[src/rtl/counter_snapshot_tx.sv]
// Captures both 64-bit event counters on a trigger and streams them as an
// 18-byte frame (header, Cnt0 LSB-first, Cnt1 LSB-first, XOR checksum) over valid/ready.
module counter_snapshot_tx #(
    parameter logic [7:0] HDR = 8'hA5
) (
    input  logic        Clk,
    input  logic        Reset,
    input  logic        Trig,
    input  logic [63:0] Cnt0,
    input  logic [63:0] Cnt1,
    output logic [7:0]  Dout,
    output logic        Dvalid,
    input  logic        Dready,
    output logic        Busy,
    output logic        Overrun,
    output logic [15:0] FrameCnt
);

    typedef enum logic {
        IDLE = 1'b0,
        SEND = 1'b1
    } state_t;

    localparam logic [4:0] LAST_IDX = 5'd17;

    state_t      state_r, state_s;
    logic [4:0]  idx_r, idx_s;
    logic [7:0]  dout_r, dout_s;
    logic [63:0] snap0_r, snap1_r;
    logic        overrun_r, overrun_s;
    logic [15:0] frame_cnt_r;
    logic        capture_s;
    logic        done_s;

    function automatic logic [7:0] frame_checksum(input logic [63:0] s0, input logic [63:0] s1);
        logic [7:0] acc;
        acc = HDR;
        for (int i = 0; i < 8; i++) begin
            acc = acc ^ s0[i*8 +: 8] ^ s1[i*8 +: 8];
        end
        return acc;
    endfunction

    function automatic logic [7:0] frame_byte(input logic [4:0] idx, input logic [63:0] s0,
                                              input logic [63:0] s1);
        logic [127:0] payload;
        logic [4:0]   sh;
        logic [6:0]   bit_pos;
        logic [7:0]   b;
        payload = {s1, s0};
        sh      = idx - 5'd1;
        bit_pos = {sh[3:0], 3'b000};
        if (idx == 5'd0) begin
            b = HDR;
        end else if (idx <= 5'd16) begin
            b = payload[bit_pos +: 8];
        end else if (idx == LAST_IDX) begin
            b = frame_checksum(s0, s1);
        end else begin
            b = 8'h00;
        end
        return b;
    endfunction

    // Next-state, next-byte and event decode; Dout is preloaded so it never depends on Dready combinationally.
    always_comb begin
        state_s   = state_r;
        idx_s     = idx_r;
        dout_s    = dout_r;
        overrun_s = overrun_r;
        capture_s = 1'b0;
        done_s    = 1'b0;
        case (state_r)
            IDLE: begin
                if (Trig) begin
                    state_s   = SEND;
                    idx_s     = 5'd0;
                    dout_s    = HDR;
                    capture_s = 1'b1;
                end else begin
                    idx_s  = 5'd0;
                    dout_s = 8'h00;
                end
            end
            SEND: begin
                if (Trig) begin
                    overrun_s = 1'b1;
                end else begin
                    overrun_s = overrun_r;
                end
                if (Dready) begin
                    if (idx_r == LAST_IDX) begin
                        state_s = IDLE;
                        idx_s   = 5'd0;
                        dout_s  = 8'h00;
                        done_s  = 1'b1;
                    end else begin
                        idx_s  = idx_r + 5'd1;
                        dout_s = frame_byte(idx_r + 5'd1, snap0_r, snap1_r);
                    end
                end else begin
                    state_s = state_r;
                    idx_s   = idx_r;
                    dout_s  = dout_r;
                end
            end
            default: begin
                state_s = IDLE;
                idx_s   = 5'd0;
                dout_s  = 8'h00;
            end
        endcase
    end

    // State, snapshot and status registers.
    always_ff @(posedge Clk) begin
        if (Reset) begin
            state_r     <= IDLE;
            idx_r       <= 5'd0;
            dout_r      <= 8'h00;
            snap0_r     <= 64'd0;
            snap1_r     <= 64'd0;
            overrun_r   <= 1'b0;
            frame_cnt_r <= 16'd0;
        end else begin
            state_r   <= state_s;
            idx_r     <= idx_s;
            dout_r    <= dout_s;
            overrun_r <= overrun_s;
            if (capture_s) begin
                snap0_r <= Cnt0;
                snap1_r <= Cnt1;
            end
            if (done_s) begin
                frame_cnt_r <= frame_cnt_r + 16'd1;
            end
        end
    end

    assign Dout     = dout_r;
    assign Dvalid   = (state_r == SEND);
    assign Busy     = (state_r == SEND);
    assign Overrun  = overrun_r;
    assign FrameCnt = frame_cnt_r;

endmodule

[config.mk]
export PLATFORM = sky130hd
export DESIGN_NAME = counter_snapshot_tx
export DESIGN_NICKNAME = d
export VERILOG_FILES = /design/src/rtl/counter_snapshot_tx.sv
export SDC_FILE = /design/constraint.sdc
export NUM_CORES = 1
export LEC_CHECK = 0
export CORE_MARGIN = 3
export CORE_UTILIZATION = 51
export DETAILED_ROUTE_END_ITERATION = 10
export MAX_ROUTING_LAYER = met4
export PLACE_DENSITY = 0.83
export SLEW_MARGIN = 15
export SYNTH_ARGS = -nofsm -noshare
export SYNTH_HDL_FRONTEND = slang
export SYNTH_SLANG_ARGS = --single-unit
[constraint.sdc]
create_clock -name Clk -period 8.41 [get_ports Clk]
set_input_delay 1.682 -clock Clk [delete_from_list [all_inputs] [get_ports Clk]]
set_output_delay 1.682 -clock Clk [all_outputs]
set_load 0.01 [all_outputs]
==> summary.md, run 1 <==
| Metric | Value |
|---|---|
| YS warnings | `0` |
| Port Buffers | `158` |
| Hold wc startpoint | `Overrun$_SDFFE_PP0P_` |
| Hpwl dp | `15.5 mm` |
| Setup TNS | `0 ns` |
| Initial Utilization | `53.0%` |
| Antenna viol nets, final | `0` |
| Seq/Total Area, Yosys | `39.0%` |
| CP Max Fanout | `99` |
| Hold EP | `Overrun$_SDFFE_PP0P_` |
| Status | `finished clean` |
| Post-route clock period utilization | `44.6%` |
| Post-Synth Simple-Gate Area | `18.4%` |
| Synth Area in Compound Gates | `12.7%` |
| Global-route wire length before repair | `35.3 mm` |
| CORE AREA | `15400 um^2` |
| Die Area | `17600 um^2` |
| Max_cap viols | `0` |
| Vias per cell | `5.51` |
| Minimum clock period | `3.75 ns` |
| Initial DRC count | `704` |
| CTS tree | `done` |
| Hold_buf cts | `0` |
| Critical path capture point type | `register` |
| Syn Inst Count | `956` |
| Remaining DRCs | `0` |
| FMAX | `0.266 GHz` |
| Worst r2r dst | `Dout[4]$_SDFFE_PP0P_` |
| Adder-Cell Fraction of Synth Area | `0.766%` |
| Flop-to-flop setup slack | `4.82 ns` |
| Slew Limit Headroom | `31.5%` |
| Layout cells sized above 1 | `6.56%` |
| Ports | `159` |
| Pleak | `3.65 nW` |
| Final setup viols | `0` |
| Yosys cell types | `43` |
| Post-CTS Setup Inserts | `0` |
| Antenna violations before repair | `0` |
| FF+latch count, synth | `159` |
| GRT overflow | `0` |
| Worst-margin pin slew | `1.03 ns` |
| Crit path required time | `8.76 ns` |
| Post-synth EDFFs | `0` |
| Inst Count DP | `1263` |
| Rows | `45` |
| Deepest clock path buffer count | `2` |
| Setup crit start kind | `primary input` |
| Hold Crit Depth | `2` |
| RSZ-0062 raised after global routing | `false` |
| Fraction of registers with async set or reset after synthesis | `0%` |
| Final #Nets | `1209` |
| Hold_ws | `0.472 ns` |
| Cell area after synthesis | `8170 um^2` |
| Xor and xnor area share after synthesis | `14.6%` |
| Clock skew | `0.00717 ns` |
| CTS sink cnt | `159` |
| DIE WIDTH | `133 um` |
| Drt first pass iters | `5` |
| Post-CTS Resized | `0` |
| P&R area growth vs syn | `26.6%` |
| Routed wire length | `21.9 mm` |
| Syn nets | `1093` |
| Worst Hold Class | `reg -> reg` |
| Largest family of logic cells by synthesized area | `simple AND/OR/NAND/NOR gates` |
| Worst Path Arrival | `4.10 ns` |
| Total vias in the final route | `7132` |
| Post-synthesis mux area share | `10.8%` |
| PwrDens | `186 nW/um^2` |
| Final std cells w/o fill | `1294` |
| Final GP Congestion | `0.886` |
| Crit Path Category | `in -> reg` |
| Largest net degree at the start of global routing | `101` |
| FF-to-FF path depth | `9` |
| Max Slew Vio Count | `0` |
| Vias in the first global route | `7015` |
| Layout Utilization | `67.0%` |
| Main synth FF type | `dfxtp_1` |
| Fin worst setup slack | `4.66 ns` |
| ANT cells | `0` |
| Fillcell total | `1264` |
| Root buf cell | `clkbuf_16` |
| Die height | `133 um` |
| Clk_lat worst skew | `0.43 ns` |
| FF-to-FF Start | `idx_r[0]$_SDFFE_PP0P_` |
| Pre-CTS WS | `4.21 ns` |
| Routed len/inst | `16.9 um` |
| GRT Resource Usage Total | `25.9%` |
| Avg Cell Area, Syn | `8.55 um^2` |
| CTS H-tree depth | `4` |
| Max rail drop VDD | `0.000158 V` |
| Total CTS buffers | `17` |
| Final Hold Vio Count | `0` |
| Clock slew at reported path FFs | `0.06 ns` |
-- worst max-delay path: stages --
cell,delay (ns)
clkdlybuf4s50_1,0.58
nor2b_4,0.60
buf_4,0.82
nand2_1,0.20
a21oi_1,0.17
-- metrics by stage --
stage / area (um^2) / power, mW
finish: 10300 / 1.92
global route: 10300 / 2.00
CTS: 10300 / 1.93
detailed placement: 9780 / 1.19
global placement: 9780 / 1.18
floorplan: 8170 / 1.07
-- registers in the layout (all words and copies together), names as in the netlist --
signal,flops
Overrun,1
Dout,8
FrameCnt,16
idx_r,5
Busy,1
snap0_r,64
snap1_r,64
-- final cells by class --
type,count,area [um^2],share of cell area [%]
multi-input combinational,726,4700,45.4
sequential,159,3180,30.8
timing repair buffer,164,1620,15.7
clock buffer,21,450,4.35
tap,211,264,2.55
clock inverter,9,113,1.09
inverter,4,15.0,0.145
-- worst max path at each step --
stage | startpoint | to | slack [ns] | cells after the start
final | Trig | snap1_r[2]$_SDFFE_PP0P_ | 4.66 | 5
after global routing | Trig | snap1_r[15]$_SDFFE_PP0P_ | 4.40 | 5
after CTS | idx_r[0]$_SDFFE_PP0P_ | Dout[5]$_SDFFE_PP0P_ | 4.55 | 9
after detailed placement | Trig | snap1_r[2]$_SDFFE_PP0P_ | 4.21 | 5
after global placement | Trig | snap0_r[18]$_SDFFE_PP0P_ | 4.31 | 5
after floorplan | Dready | FrameCnt[14]$_SDFFE_PP0P_ | 5.49 | 7
-- cell families after synthesis --
kind of cell,after synthesis
muxes,40
buffers and inverters,71
xor gates and xnor gates,136
and+or+nand+nor,359
AOI/OAI and AO/OA,186
adders and majority gates,5
DFF,159
-- metal layers --
layer  global-route usage, %  wire length [um]  vias up
met1                    32.2              9280     3352
met3                    6.05              1480       58
met5                       -                 0        -
li1                        -                 -     3446
met4                    12.6               888        0
met2                    40.0             10300      276
-- cell usage in the layout (no fill, tap or decap), types with 5 or more instances in the layout --
cell type and n:
mux4_2 28, and3_1 7, dfxtp_1 159, nor2_1 26, clkbuf_16 17, nand3_1 12, and2_1 15, mux4_1 8
xor2_1 25, a21oi_1 137, xnor2_1 111, a221o_1 5, o21ai_0 12, nand2_1 273, a31oi_1 6, buf_4 6
nor2b_1 8, clkdlybuf4s50_1 157, nand4_1 5, a21o_1 9, a211oi_1 5
-- synth_stat cells (4+ instances only) --
| cell type | instances | area (um^2) |
|---|---|---|
| and2_1 | 15 | 93.8 |
| nand3_1 | 12 | 60.1 |
| mux4_2 | 28 | 631 |
| a21boi_0 | 4 | 30.0 |
| inv_1 | 4 | 15.0 |
| a221o_1 | 5 | 50.1 |
| xnor2_1 | 111 | 972 |
| buf_2 | 7 | 35.0 |
| xor2_1 | 25 | 219 |
| ha_1 | 5 | 62.6 |
| dfxtp_1 | 159 | 3180 |
| a21oi_1 | 137 | 686 |
| o21ai_0 | 12 | 60.1 |
| nand2_1 | 273 | 1020 |
| nor2_1 | 26 | 97.6 |
| and3_1 | 7 | 43.8 |
| a31oi_1 | 6 | 37.5 |
| nand4_1 | 5 | 31.3 |
| clkbuf_1 | 50 | 188 |
| a21o_1 | 9 | 67.6 |
| mux4_1 | 8 | 210 |
| nor2b_1 | 9 | 56.3 |
| a211oi_1 | 5 | 37.5 |
| buf_1 | 6 | 22.5 |
-- power by group --
group          internal, mW  total, mW  switching (mW)
sequential            0.791      0.831          0.0402
combinational         0.187      0.347           0.159
clock                 0.442      0.746           0.304
total                  1.42       1.92           0.503
Power figures use the tool's default switching activity.
==> run 2: changes to the inputs <==
==> constraint.sdc (replaced) <==
create_clock -name Clk -period 3.8 [get_ports Clk]
set_input_delay 0.76 -clock Clk [delete_from_list [all_inputs] [get_ports Clk]]
set_output_delay 0.76 -clock Clk [all_outputs]
set_load 0.01 [all_outputs]
==> run 2 against run 1 <==
Compared with the run above:
- sequential cell count stayed put
- hold slack better by 0.013 ns
- die area stayed put
- utilization is 0.57 points higher
- sequential share of layout area is 0.26 points lower
- critical endpoint is now Dout[4]$_SDFFE_PP0P_
- via count is 1.6% higher
- clock power is 130% higher
- critical path type is now reg -> reg
- global-route usage is 1.1 points higher
- highest routed layer unchanged
- power is 130% higher
- final cell count is 0.39% higher
==> summary.md, run 2 (synthesized netlist as in run 1, its figures left out) <==
| Metric | Value |
|---|---|
| Minimum clock period | `3.23 ns` |
| Die height | `133 um (unchanged)` |
| Final #Nets | `1212 (+0.25%)` |
| Die Area | `17600 um^2 (unchanged)` |
| Largest net degree at the start of global routing | `130 (+29%)` |
| Final GP Congestion | `0.923 (+4.2%)` |
| Switching share of power | `27.4% (+1.3 points)` |
| GRT overflow | `0 (unchanged)` |
| Crit Path Category | `reg -> reg` |
| PwrDens | `418 nW/um^2 (+120%)` |
| Final Hold Vio Count | `0 (unchanged)` |
| FMAX | `0.310 GHz` |
| Sequential share of power | `42.5% (-0.7 points)` |
| Critical path capture point type | `register` |
| Most frequent cells in the layout | `nand2_1, dfxtp_1, clkdlybuf4s50_1` |
| Metal2 WL | `11.2 mm (+8.7%)` |
| Worst Path Arrival | `3.55 ns (-0.55 ns)` |
| CP Max Fanout | `14 (-86%)` |
| Antenna violations before repair | `0 (unchanged)` |
| Ports | `159 (unchanged)` |
| Post-CTS Setup Inserts | `0 (unchanged)` |
| Rows | `45 (unchanged)` |
| Fin worst setup slack | `0.570 ns (-4.09 ns)` |
| Deepest clock path buffer count | `2 (unchanged)` |
| Combinational share of power | `17.5% (-0.5 points)` |
| Clk pwr share | `40.0% (+1.2 points)` |
| Initial Utilization | `53.0% (unchanged)` |
| Max Slew Vio Count | `0 (unchanged)` |
| Vias per cell | `5.58 (+1.2%)` |
| Global-route wire length before repair | `36.5 mm (+3.3%)` |
| FF-to-FF path depth | `8 (-1)` |
| Post-route clock period utilization | `85.0%` |
| Pleak | `3.71 nW (+1.6%)` |
| Layout cells sized above 1 | `7.26% (+0.71 points)` |
| Max rail drop VDD | `0.000319 V (+100%)` |
| Pre-CTS WS | `0.617 ns (-3.60 ns)` |
| Initial DRC count | `632 (-10%)` |
| Routed wire length | `23.0 mm (+5.0%)` |
| RSZ-0062 raised after global routing | `false` |
| Root buf cell | `clkbuf_16` |
| Max_cap viols | `0 (unchanged)` |
| Met3 wire len | `1.84 mm (+24%)` |
| Antenna viol nets, final | `0 (unchanged)` |
| Remaining DRCs | `0 (unchanged)` |
| Vias in the first global route | `7159 (+2.1%)` |
| Clock skew | `0.00585 ns (-0.00132 ns)` |
| CTS tree | `done` |
| DIE WIDTH | `133 um (unchanged)` |
| Drt first pass iters | `5 (unchanged)` |
| Top Metal Used | `met4` |
| Clk_lat worst skew | `0.43 ns (about the same)` |
| DRT met1 WL | `9.11 mm (-1.7%)` |
| Slew Limit Headroom | `38.2% (+6.8 points)` |
| Total CTS buffers | `17 (unchanged)` |
| Clock slew at reported path FFs | `0.06 ns (about the same)` |
| CORE AREA | `15400 um^2 (unchanged)` |
| ANT cells | `0 (unchanged)` |
| Pint | `3.16 mW (+120%)` |
| Worst Hold Class | `reg -> reg` |
| Worst-margin pin slew | `0.925 ns (-0.103 ns)` |
| CTS H-tree depth | `4 (unchanged)` |
| GRT Resource Usage Total | `27.1% (+1.1 points)` |
| Hold Crit Depth | `2 (unchanged)` |
| Routed len/inst | `17.7 um (+4.6%)` |
| Post-CTS Resized | `0 (unchanged)` |
| Final setup viols | `0 (unchanged)` |
| Hpwl dp | `16.7 mm (+8.2%)` |
| Hold_buf cts | `0 (unchanged)` |
| P&R area growth vs syn | `27.7%` |
| Crit path required time | `4.12 ns (-4.64 ns)` |
| Commonest non-fill, non-tap cell in the layout | `nand2_1` |
| Status | `finished clean` |
| Setup crit start kind | `register` |
| CTS sink cnt | `159 (unchanged)` |
| Setup TNS | `0 ns (unchanged)` |
| P_sw | `1.20 mW (+140%)` |
| Port Buffers | `158 (unchanged)` |
| Total vias in the final route | `7246 (+1.6%)` |
==> run 2: per-stage QoR <==
stage | cells | power (mW) | util, % | area [um^2] | hold WS [ns]
after CTS | 1299 | 4.37 | 67.6 | 10400 | 0.484
after global placement | 1267 | 2.62 | 63.7 | 9830 | 0.449
after floorplan | 956 | 2.36 | - | 8170 | 0.456
final | 1299 | 4.36 | 67.6 | 10400 | 0.485
after global routing | 1299 | 4.53 | 67.6 | 10400 | 0.511
after detailed placement | 1267 | 2.64 | 63.7 | 9830 | 0.468
==> run 2: per-layer routing <==
| metal | vias to the layer above | global-route usage (%) |
|---|---|---|
| li1 | 3457 | - |
| met5 | - | - |
| met1 | 3397 | 32.3 |
| met2 | 321 | 43.6 |
| met3 | 71 | 6.69 |
| met4 | 0 | 11.8 |
==> run 2: worst max-delay path, cell delays in order, from the launching register on <==
cell,delay (ns)
dfxtp_1,0.51
inv_1,0.15
ha_2,0.57
and4bb_1,0.27
a31o_2,0.23
a221o_1,0.37
nor2_2,0.29
mux4_2,0.37
a221o_1,0.36
==> run 2: path summary, 6_finish.rpt <==
path / startpoint / endpoint / slack (ns)
setup reg to reg: idx_r[1]$_SDFFE_PP0P_ / Dout[4]$_SDFFE_PP0P_ / 0.57
setup / recovery: idx_r[1]$_SDFFE_PP0P_ / Dout[4]$_SDFFE_PP0P_ / 0.57
hold / removal: Overrun$_SDFFE_PP0P_ / Overrun$_SDFFE_PP0P_ / 0.48
hold reg to reg: Overrun$_SDFFE_PP0P_ / Overrun$_SDFFE_PP0P_ / 0.48
==> run 2: area by class of cell <==
| type | instances | area [um^2] |
|---|---|---|
| inverter | 4 | 15.0 |
| fill | 1271 | 5000 |
| tap | 211 | 264 |
| timing repair buffer | 167 | 1670 |
| clock inverter | 15 | 175 |
| clock buffer | 17 | 425 |
| multi-input combinational | 726 | 4700 |
| sequential | 159 | 3180 |
==> run 2: power by group through the flow <==
stage | logic (mW) | clock network (mW) | registers [mW]
after detailed placement | 0.754 | 0 | 1.88
after global routing | 0.827 | 1.84 | 1.86
final | 0.762 | 1.74 | 1.85
after global placement | 0.739 | 0 | 1.88
after floorplan | 0.516 | 0 | 1.84
after CTS | 0.763 | 1.76 | 1.85
